===== src/rtl/inst_queue.sv =====
// Instruction queue between fetch and decode.
// Circular buffer of {inst, pc} entries with head/tail pointers and an
// occupancy count. Head entry is presented combinationally from registered
// state; a new entry becomes visible the cycle after it is written.
// IQ_DEPTH must be a power of two and at least 4.
module inst_queue #(
   parameter int unsigned IQ_DEPTH = 16
) (
   input  logic        clk,
   input  logic        rst,
   input  logic        rdy,
   input  logic        IF_inst_valid,
   input  logic [31:0] IF_inst,
   input  logic [31:0] IF_pc,
   output logic        IF_queue_is_full,
   input  logic        ID_ready,
   output logic        ID_inst_valid,
   output logic [31:0] ID_inst,
   output logic [31:0] ID_pc,
   input  logic        ROB_clear
);

   localparam int unsigned PTR_W  = $clog2(IQ_DEPTH);
   localparam int unsigned CNT_W  = PTR_W + 1;
   localparam int unsigned WORD_W = 32;

   typedef struct packed {
      logic [WORD_W-1:0] inst;
      logic [WORD_W-1:0] pc;
   } iq_entry_t;

   iq_entry_t          mem [IQ_DEPTH];
   logic [PTR_W-1:0]   head_q, head_d;
   logic [PTR_W-1:0]   tail_q, tail_d;
   logic [CNT_W-1:0]   count_q, count_d;
   logic               empty_c;
   logic               pop_c;
   logic               push_c;
   iq_entry_t          head_entry_c;

   // Handshake qualification; a push into a full queue is only legal when
   // the head leaves on the same edge, so the write lands in the freed slot.
   always_comb begin
      empty_c = (count_q == '0);
      pop_c   = rdy && !ROB_clear && !empty_c && ID_ready;
      push_c  = rdy && !ROB_clear && IF_inst_valid &&
                ((count_q < CNT_W'(IQ_DEPTH)) || pop_c);
   end

   // Next-state for pointers and count; flush wins over any push/pop.
   always_comb begin
      head_d  = head_q;
      tail_d  = tail_q;
      count_d = count_q;
      if (rdy) begin
         if (ROB_clear) begin
            head_d  = '0;
            tail_d  = '0;
            count_d = '0;
         end else begin
            if (pop_c) begin
               head_d = head_q + PTR_W'(1);
            end
            if (push_c) begin
               tail_d = tail_q + PTR_W'(1);
            end
            if (push_c && !pop_c) begin
               count_d = count_q + CNT_W'(1);
            end else if (pop_c && !push_c) begin
               count_d = count_q - CNT_W'(1);
            end
         end
      end
   end

   // Pointer and count registers, cleared asynchronously.
   always_ff @(posedge clk or negedge rst) begin
      if (!rst) begin
         head_q  <= '0;
         tail_q  <= '0;
         count_q <= '0;
      end else begin
         head_q  <= head_d;
         tail_q  <= tail_d;
         count_q <= count_d;
      end
   end

   // Entry storage; contents are don't-care while the slot is unoccupied.
   always_ff @(posedge clk) begin
      if (push_c) begin
         mem[tail_q] <= iq_entry_t'({IF_inst, IF_pc});
      end
   end

   // Head presentation and back-pressure, zeroed when the queue is empty.
   always_comb begin
      head_entry_c     = mem[head_q];
      ID_inst_valid    = !empty_c;
      ID_inst          = empty_c ? '0 : head_entry_c.inst;
      ID_pc            = empty_c ? '0 : head_entry_c.pc;
      IF_queue_is_full = (count_q >= CNT_W'(IQ_DEPTH - 2));
   end

endmodule


===== config.mk =====
export PLATFORM = sky130hd
export DESIGN_NAME = inst_queue
export DESIGN_NICKNAME = d
export VERILOG_FILES = /design/src/rtl/inst_queue.sv
export SDC_FILE = /design/constraint.sdc
export NUM_CORES = 1
export LEC_CHECK = 0
export ABC_AREA = 1
export CORE_MARGIN = 1.5
export CORE_UTILIZATION = 30
export CTS_CLUSTER_DIAMETER = 60
export DETAILED_ROUTE_END_ITERATION = 8
export HOLD_SLACK_MARGIN = 0.12
export PLACE_DENSITY = 0.57
export SLEW_MARGIN = 25
export SYNTH_ARGS = -nofsm -noshare
export SYNTH_HDL_FRONTEND = slang
export SYNTH_SLANG_ARGS = --single-unit
export TNS_END_PERCENT = 1

===== constraint.sdc =====
create_clock -name clk -period 3.6 [get_ports clk]
set_input_delay 0.72 -clock clk [delete_from_list [all_inputs] [get_ports clk]]
set_output_delay 0.72 -clock clk [all_outputs]
set_load 0.1 [all_outputs]

* Word level (Yosys, flattened, before mapping)
Memories as Yosys holds them, arrays and structs flattened.
Cells that the tools add are included.
** Storage, ports and cells
- Bits in registers :: 13
- Latch bits :: 0
- RAM bits :: 1024
- Memory bits (read-only) :: 0
- Bits of input ports :: 70
- Output and inout port bits :: 66
- Logic and storage cells :: 40
- Memories kept :: 1
** Cells by class
- Add/subtract/negate cells :: 4
- Multiply operators :: 0
- Div/mod/pow operators :: 0
- Magnitude comparators :: 2
- Equal/unequal tests :: 0
- Shift operators :: 0
- Muxes and demuxes :: 11
- Bitwise gates (word level) :: 0
- Reductions and logical operators :: 19
** Memory list
- mem :: words 16, width 64, read ports 1, clocked after Yosys merged registers in 0, write ports 1, RTL line 32 : iq_entry_t mem [IQ_DEPTH];
** Operators with widths (count)
- 32-bit 2-to-1 mux :: 2
- 4-bit 2-to-1 mux :: 4
- 5-bit 2-to-1 mux :: 3
- 4-bit by 1-bit adder with 4-bit output (second input constant) :: 2
- 1-bit logical AND :: 7
- 2-bit AND reduction :: 3
- 5-bit by 1-bit adder with 5-bit output (second input constant) :: 1
- 5-bit by 4-bit greater-or-equal comparator with 1-bit output (second input constant) :: 1
- 5-bit zero test :: 1
- 5-bit < comparator (second input constant) :: 1
- 5-bit by 1-bit subtractor with 5-bit output (second input constant) :: 1
- 1-bit zero test :: 4
- 2-bit nonzero test :: 2
- 3-bit nonzero test :: 1
- 1-bit 2-to-1 mux :: 2
- 1-bit logical OR :: 1

* Depth between registers and ports, before layout
Gate-level depths: netlist (run 1).
- Word-level depth :: 11
- Mapped depth :: 13
- Gate-level depth less buffers :: 13

* Worst setup path after synthesis (run 1)
Ideal clock, no wire load.
- Path kind :: input-to-reg
- From :: input port ROB_clear
- To :: memory mem[0][0] in the netlist's numbering, enable pin
- Arrival :: 3988 ps
- Required time :: 3114 ps
- Setup slack :: -875 ps
- Stages :: 5
- Path buffers :: 0
- Path through :: inv_1 > nand3_1 > a21oi_4 > nand2_1 > nor2_1
** Between the ends
- Cells in the longest elaborated chain, start to end :: 8
- Elaborated cells between the ends (all ways) :: 9
- Those cells by class :: mux (2); reduce/logical (7)
** Ends and longest elaborated chain
- start, declared :: RTL line 20 : input logic ROB_clear
- 1-bit zero test (*) :: RTL line 45, 46
- 1-bit logical AND (*) :: RTL line 45, 46
- 1-bit logical AND (2 in a row) :: RTL line 45 : pop_c = rdy && !ROB_clear && !empty_c && ID_ready;
- 1-bit logical OR :: RTL line 47 : ((count_q < CNT_W'(IQ_DEPTH)) || pop_c);
- 1-bit logical AND (*) :: RTL line 46 : push_c = rdy && !ROB_clear && IF_inst_valid &&
- 1-bit 2-to-1 mux (*) :: RTL line 91 : if (push_c) begin
- 1-bit 2-to-1 mux (implied by the code) (*) :: RTL line 92 : mem[tail_q] <= iq_entry_t'({IF_inst, IF_pc});
- end, declared :: RTL line 32
Every way passes the cells marked *; elsewhere a longest branch is shown, timed or not.

* Worst setup path in the final report (run 1)
- From :: register head_q[0]
- To :: output port ID_pc[0]
** Between the ends
- Cells in the longest elaborated chain, start to end :: 2
** Ends and longest elaborated chain
- start, declared :: RTL line 33 : logic [PTR_W-1:0] head_q, head_d;
- start signal, assigned :: RTL line 79 : head_q <= '0;
- start signal, assigned :: RTL line 83 : head_q <= head_d;
- memory read 16 x 64 bit
- 32-bit 2-to-1 mux :: RTL line 101 : ID_pc = empty_c ? '0 : head_entry_c.pc;
- end, declared :: RTL line 19 : output logic [31:0] ID_pc,
No other way between the ends.

==> out/qor.yml, run 1 <==
clock_network:
  clock-root-buffer: "sky130_fd_sc_hd__clkbuf_16"
  tritoncts.num_buffers: 103
  max-clock-path-buffers: 3
  path_clk_slew_ns: 0.06
  clock_latency_ns: 0.67
  cts_tree: "built"
  h-tree-depth: 3
  post_cts_hold_buffer_count: 0
  clock_sink_count: 1037
drt:
  drc: 0
  antenna_left: 0
  dr_total_vias: 25700
  firstDrtPassIters: 6
  drtIter0Drc: 2416
  routed_wire_length_per_instance_um: 21.7
  routed_wl_um: 111000
  post_detailed_route_via_to_cell_ratio: 5.02
layout:
  multi_input_area_mm2: 0.00927
  sequential_cell_area_mm2: 0.0311
  syn_to_final_growth_pct: 21.8
  fin_area_mm2: 0.0500
  post_route_cells_drive_above_1_share_pct: 12.5
  final_cell_count_no_fill: 5113
  n_fill_cell: 12700
  num-nets-final: 3327
setup_path:
  worstSetupStartpointType: "flop"
  worstPathArrival_ns: 2.79
  critPathMaxFanout: 28
  path_cells: "buf_12 > buf_8 > nor2_1 > nor2_1 > o21ai_0 > o211ai_1 > nand3_1 > a21oi_2 > buf_4 > buf_12"
  worst_setup_path_category: "reg2out"
  cp_slowest_cell: "sky130_fd_sc_hd__dfrtp_4"
  end_kind: "output port"
  setup_slack_reg_to_reg_ns: 1.28
  crit_path_max_incr_delay_ns: 0.54
  critPathBufInv: 4
  kind_of_cell_with_the_highest_combined_delay_on_the_critical_path: "buffers and inverters"
  critPathRequiredTime_ns: 2.88
global_route:
  grt_start_max_net_pins: 104
  track_usage_pct: 15.3
  antenna_found_initial: 6
  grt_first_pass_wirelength_um: 162000
  grt_pass1_vias: 24400
  globalRoute.totalOverflow: 0
floorplanning:
  initial_utilization_pct: 30.3
  die-width_um: 373
  dieArea_mm2: 0.139
  rows: 135
  die_height_um: 373
  placeable_core_region_mm2: 0.136
  num_io_pins: 136
synth:
  synth_cell_types: 25
  synthesis.area_mm2: 0.0410
  netlist_instances: 3099
  share_of_synthesized_area_occupied_by_flip_flops_and_latches_pct: 75.7
  syn-mean-instance-area_um2: 13.2
  ys_seq_elements: 1037
  syn-num-nets: 3179
  yosys_warnings: 0
pwr:
  powerDensity_mw_per_mm2: 800
  p_leak_nw: 15.8
  vdd.ir_drop.worst_uv: 1060
min_path:
  min-delay-path-class: "in2async"
sta:
  clock-skew-final_ns: 0.0295
  report.final.setup_viol: 0
  finalMaxSlewViolations: 0
  maxSlewHeadroom_pct: 53.1
  setup-tns-final_ns: 0
  worst-slew-pin-transition_ns: 0.701
  timing_hold_violations_final: 0
  final_min_period_over_clock_period_pct: 97.4
  achievable-frequency_mhz: 285
  worst_slack_ns: 0.0936
  rsz0062_at_grt: "yes"
  final.hold.worst_slack_ns: 0.466
  timing.final.crit_period_ns: 3.51
run:
  drv.max_cap_violation_count: 0
placed_design:
  place.port_buffers: 135
  detailedPlace.worstSlack_ns: 0.450
  place_congestion: 0.735
  dp.cells: 4906
  placement.cell_area_mm2: 0.0459
  detailedPlacementHpwl_um: 56600
run_status:
  outcome: "finished, final reports clean"
-- worst reg2reg max path, stage by stage (launching register included) --
cell and delay [ns]:
sky130_fd_sc_hd__dfrtp_1 0.45, sky130_fd_sc_hd__nor2_1 0.14, sky130_fd_sc_hd__nand3_1 0.25, sky130_fd_sc_hd__nand2_1 0.16
sky130_fd_sc_hd__nand2_1 0.20, sky130_fd_sc_hd__fa_1 0.46, sky130_fd_sc_hd__nand2_1 0.10, sky130_fd_sc_hd__nand2_1 0.05
sky130_fd_sc_hd__a21oi_1 0.17, sky130_fd_sc_hd__nor2_1 0.07, sky130_fd_sc_hd__nor2_1 0.10, sky130_fd_sc_hd__nand2_1 0.06
sky130_fd_sc_hd__nand2_1 0.06
-- path summary, 6_finish.rpt --
kind | startpoint | to | cells past startpoint
setup / recovery | head_q[0]$_DFFE_PN0P_ | ID_pc[0] | 10
setup reg to reg | count_q[4]$_DFFE_PN0P_ | count_q[4]$_DFFE_PN0P_ | 12
min in group clk | count_q[3]$_DFFE_PN0P_ | count_q[3]$_DFFE_PN0P_ | 2
hold / removal | rst | count_q[1]$_DFFE_PN0P_ | 1
max in group asynchronous | rst | head_q[1]$_DFFE_PN0P_ | 1
hold reg to reg | count_q[3]$_DFFE_PN0P_ | count_q[3]$_DFFE_PN0P_ | 2
-- repair_timing --
item / in CTS / in global routing
pin swaps: 0 / 15
buffers inserted: 1 / 5
gates resized for setup: 46 / 41
setup endpoints to repair: 55 / 62
gates cloned: 3 / 8
-- power by group --
group	total [mW]	internal, mW	switching, mW
Combinational	15.4	5.06	10.4
Sequential	13.6	13.5	0.145
Clock	10.9	6.37	4.53
-- cells in the final DEF, fill, tap and decap left out, drive strengths merged --
master	n
edfxtp	1024
nor2	794
o21ai	519
o211ai	256
buf	183
nand3	141
clkbuf	140
clkdlybuf4s50	69
a21oi	69
clkinv	33
nand2	30
inv	22
bufinv	14
dfrtp	13
ha	9
clkinvlp	5
xor2	3
xnor2	2
o31ai	2
diode	1
a22o	1
a21boi	1
fa	1
-- cells by family (layout without fill, tap and decap cells) --
family / Yosys count / after routing / share of synthesized area (%)
compound gates: 848 / 848 / 12.0
xor+xnor: 5 / 5 / 0.107
fa+ha+maj: 10 / 10 / 0.323
buf+inv: 234 / 466 / 2.62
flops: 1037 / 1037 / 75.7
other cells: 0 / 1 / 0
simple gates: 965 / 965 / 9.26
-- state kept, by name (all words and copies together), names as in the netlist --
name / cells
count_q: 5
head_q: 4
mem: 1024
tail_q: 4
-- final cells by class --
| class | count | area share, % |
|---|---|---|
| tap | 1781 | 4.46 |
| clock inverter | 57 | 1.29 |
| sequential | 1037 | 62.2 |
| timing repair inverter | 2 | 0.0351 |
| multi-input combinational | 1828 | 18.6 |
| clock buffer | 132 | 5.54 |
| antenna | 1 | 0.00501 |
| inverter | 15 | 0.238 |
| timing repair buffer | 260 | 7.63 |
-- per-stage QoR --
stage | total power [mW] | utilization (%)
2_1_floorplan | 22.9 | -
3_5_place_dp | 28.7 | 33.8
5_1_grt | 41.5 | 36.8
3_3_place_gp | 28.6 | 33.8
4_1_cts | 39.8 | 36.5
6_report | 40.0 | 36.8
-- Yosys cell counts --
cell,n,area share [%]
sky130_fd_sc_hd__nand3_1,141,1.7
sky130_fd_sc_hd__xnor2_1,2,0.043
sky130_fd_sc_hd__inv_1,12,0.11
sky130_fd_sc_hd__clkbuf_1,112,1.0
sky130_fd_sc_hd__edfxtp_1,1024,75
sky130_fd_sc_hd__o211ai_1,256,4.7
sky130_fd_sc_hd__xor2_1,3,0.064
sky130_fd_sc_hd__inv_4,1,0.015
sky130_fd_sc_hd__ha_1,9,0.27
sky130_fd_sc_hd__a21oi_4,1,0.040
sky130_fd_sc_hd__dfrtp_1,13,0.79
sky130_fd_sc_hd__fa_1,1,0.049
sky130_fd_sc_hd__nor2_1,794,7.3
sky130_fd_sc_hd__a22o_1,1,0.021
sky130_fd_sc_hd__buf_4,15,0.27
sky130_fd_sc_hd__buf_6,11,0.30
sky130_fd_sc_hd__buf_1,36,0.33
sky130_fd_sc_hd__nand2_1,30,0.27
sky130_fd_sc_hd__o21ai_1,49,0.60
sky130_fd_sc_hd__a21boi_0,1,0.018
sky130_fd_sc_hd__a21oi_1,68,0.83
sky130_fd_sc_hd__o31ai_1,2,0.037
sky130_fd_sc_hd__inv_2,2,0.018
sky130_fd_sc_hd__o21ai_0,470,5.7
sky130_fd_sc_hd__buf_2,45,0.55
-- metal layers --
metal,up-vias,track usage (%),share of wire [%]
met5,-,0,0.033
met4,6,3.73,2.0
met3,152,2.38,5.0
met2,688,25.7,49
met1,13000,20.6,44
li1,11800,-,-
Power figures use the tool's default switching activity.
==> inputs of run 2 (changes only) <==
- DONT_BUFFER_PORTS: not set -> 1
- PLACE_DENSITY: 0.57 -> 0.56
==> run 2 against run 1 <==
  * Die area stayed put
  * Cell area increased by 0.55%
  * Critical path depth fell by 2
  * Final cell count about the same
  * Sequential power about the same
  * Worst hold slack lost 0.29 ns
  * Clock-buffer cell count rose by 14
  * Clock skew grew 0.0031 ns
  * Flip-flop and latch count did not move
  * Via count is 0.41% lower
  * Critical endpoint is now ID_pc[6]
  * Highest routed layer unchanged
==> out/qor.yml, run 2 (synthesized netlist as in run 1, its figures left out) <==
layout:
  fin_area_mm2: 0.0502  # +0.55%
  post_route_cells_drive_above_1_share_pct: 12.5  # -0.083 points
  largest_reg_flops: 1024  # unchanged
  max_flop_register: "mem"
  final_cell_count_no_fill: 5109  # -0.078%
  reg_top3: "mem: 1024 flops, count_q: 5 flops"
  most-common-layout-cells: "sky130_fd_sc_hd__edfxtp_1, sky130_fd_sc_hd__nor2_1, sky130_fd_sc_hd__o21ai_0"
  syn_to_final_growth_pct: 22.4
  layout_commonest_cell: "sky130_fd_sc_hd__edfxtp_1"
  n_fill_cell: 12800  # +0.61%
  num-nets-final: 3318  # -0.27%
sta:
  timing.final.crit_period_ns: 3.59  # +0.0839 ns
  final_min_period_over_clock_period_pct: 99.7  # +2.3 points
  timing_hold_violations_final: 0  # unchanged
  clock-skew-final_ns: 0.0326  # +0.00305 ns
  report.final.setup_viol: 0  # unchanged
  finalMaxSlewViolations: 0  # unchanged
  worst_slack_ns: 0.00978  # -0.0839 ns
  worst-slew-pin-transition_ns: 0.914  # +0.212 ns
  rsz0062_at_grt: "yes"
  maxSlewHeadroom_pct: 38.9  # -14 points
  achievable-frequency_mhz: 279  # -2.3%
run_status:
  outcome: "finished, final reports clean"
drt:
  routed_wl_um: 116000  # +4.3%
  dr_total_vias: 25600  # -0.41%
  firstDrtPassIters: 5  # -1
  post_detailed_route_via_to_cell_ratio: 5.01  # -0.33%
  antenna_left: 0  # unchanged
  routed_wire_length_per_instance_um: 22.6  # +4.4%
  drtIter0Drc: 2509  # +3.8%
  drc: 0  # unchanged
setup_path:
  critPathBufInv: 4  # unchanged
  crit_path_max_incr_delay_ns: 0.51  # -0.03 ns
  worst_setup_path_category: "reg2out"
  worstSetupStartpointType: "flop"
  setup_slack_reg_to_reg_ns: 1.10  # -0.18 ns
  kind_of_cell_with_the_highest_combined_delay_on_the_critical_path: "buffers and inverters"
  critPathMaxFanout: 49  # +75%
  worstPathArrival_ns: 2.87  # +0.08 ns
  path_cells: "buf_4 > clkinv_16 > buf_12 > nor2_1 > o211ai_1 > nand3_1 > a21oi_4 > buf_12"
  cp_slowest_cell: "sky130_fd_sc_hd__dfrtp_4"
  worst_path_most_repeated_cell: "sky130_fd_sc_hd__buf_12"
  end_kind: "output port"
  critPathRequiredTime_ns: 2.88  # about the same
clock_network:
  clock_sink_count: 1037  # unchanged
  h-tree-depth: 3  # unchanged
  clock_latency_ns: 0.74  # +0.07 ns
  tritoncts.num_buffers: 113  # +9.7%
  clock-root-buffer: "sky130_fd_sc_hd__clkbuf_16"
  max-clock-path-buffers: 3  # unchanged
  cts_tree: "built"
  path_clk_slew_ns: 0.06  # about the same
global_route:
  track_usage_pct: 16.2  # +0.96 points
  antenna_found_initial: 14  # +8
  grt_first_pass_wirelength_um: 169000  # +4.7%
  globalRoute.totalOverflow: 0  # unchanged
  grt_pass1_vias: 24700  # +1.2%
  grt_start_max_net_pins: 107  # +2.9%
run:
  drv.max_cap_violation_count: 0  # unchanged
floorplanning:
  initial_utilization_pct: 30.3  # unchanged
  placeable_core_region_mm2: 0.136  # unchanged
  die-width_um: 373  # unchanged
  num_io_pins: 136  # unchanged
  rows: 135  # unchanged
  die_height_um: 373  # unchanged
  dieArea_mm2: 0.139  # unchanged
min_path:
  min-delay-path-class: "in2reg"
placed_design:
  detailedPlace.worstSlack_ns: 0.568  # +0.118 ns
  dp.cells: 4822  # -1.7%
  place.port_buffers: 0  # -100%
  place_congestion: 0.722  # -1.8%
  detailedPlacementHpwl_um: 55900  # -1.2%
  placement.cell_area_mm2: 0.0454  # -0.98%
pwr:
  powerDensity_mw_per_mm2: 794  # -0.82%
  p_leak_nw: 15.8  # +0.16%
  vdd.ir_drop.worst_uv: 813  # -23%
-- run 2: layer usage --
layer,up-vias,track usage (%),wire (um)
met2,707,27.0,56300
met4,12,4.58,2300
met3,147,2.80,6200
met1,12900,21.8,50800
li1,11800,-,-
met5,-,0,74
-- run 2: worst register-to-register path: stages (launching register included) --
cell,delay (ns)
sky130_fd_sc_hd__dfrtp_1,0.44
sky130_fd_sc_hd__nor2_1,0.15
sky130_fd_sc_hd__nand3_1,0.17
sky130_fd_sc_hd__buf_4,0.30
sky130_fd_sc_hd__nand2_1,0.13
sky130_fd_sc_hd__nand2_1,0.21
sky130_fd_sc_hd__fa_1,0.46
sky130_fd_sc_hd__nand2_1,0.09
sky130_fd_sc_hd__nand2_1,0.05
sky130_fd_sc_hd__a21oi_1,0.17
sky130_fd_sc_hd__nor2_1,0.07
sky130_fd_sc_hd__nor2_1,0.10
sky130_fd_sc_hd__nand2_1,0.05
sky130_fd_sc_hd__nand2_1,0.05
-- run 2: where the power goes --
group          internal [mW]  switching, mW
sequential              13.5          0.125
combinational           4.88           10.4
clock                   6.17           4.77
-- run 2: worst paths after layout --
kind / from / to / depth (start not counted)
setup / recovery: head_q[0]$_DFFE_PN0P_ / ID_pc[6] / 8
min in group asynchronous: rst / head_q[1]$_DFFE_PN0P_ / 1
setup reg to reg: count_q[4]$_DFFE_PN0P_ / count_q[4]$_DFFE_PN0P_ / 13
hold / removal: ROB_clear / count_q[3]$_DFFE_PN0P_ / 3
max in group asynchronous: rst / head_q[0]$_DFFE_PN0P_ / 1
hold reg to reg: count_q[0]$_DFFE_PN0P_ / count_q[0]$_DFFE_PN0P_ / 1
-- run 2: stage by stage --
| stage | TNS [ns] | hold WS [ns] | utilization, % | power [mW] |
|---|---|---|---|---|
| final | 0 | 0.173 | 37.0 | 39.9 |
| after global routing | -1.40 | 0.176 | 37.0 | 41.4 |
| after CTS | -0.406 | 0.141 | 36.8 | 40.0 |
| after detailed placement | 0 | 0.425 | 33.5 | 28.3 |
| after global placement | 0 | 0.425 | 33.5 | 28.3 |
| after floorplan | -917.02 | 0.424 | - | 22.9 |
-- run 2: layout make-up --
type,instances,area [um2],share of cell area (%)
sequential,1037,31100,61.9
multi-input combinational,1828,9440,18.8
timing repair buffer,242,3850,7.66
clock buffer,146,2950,5.88
tap,1781,2230,4.44
clock inverter,52,543,1.08
inverter,15,105,0.209
antenna,7,17.5,0.0349
timing repair inverter,1,8.76,0.0174
-- run 2: timing repair --
action                                   CTS  global route
resized for setup                         24            31
endpoints found under the setup margin    58            63
buffers inserted                           5             2
gates cloned                               6             3
pin swaps                                  4            14
hold endpoints to repair                1040             0
hold buffers                              66             0
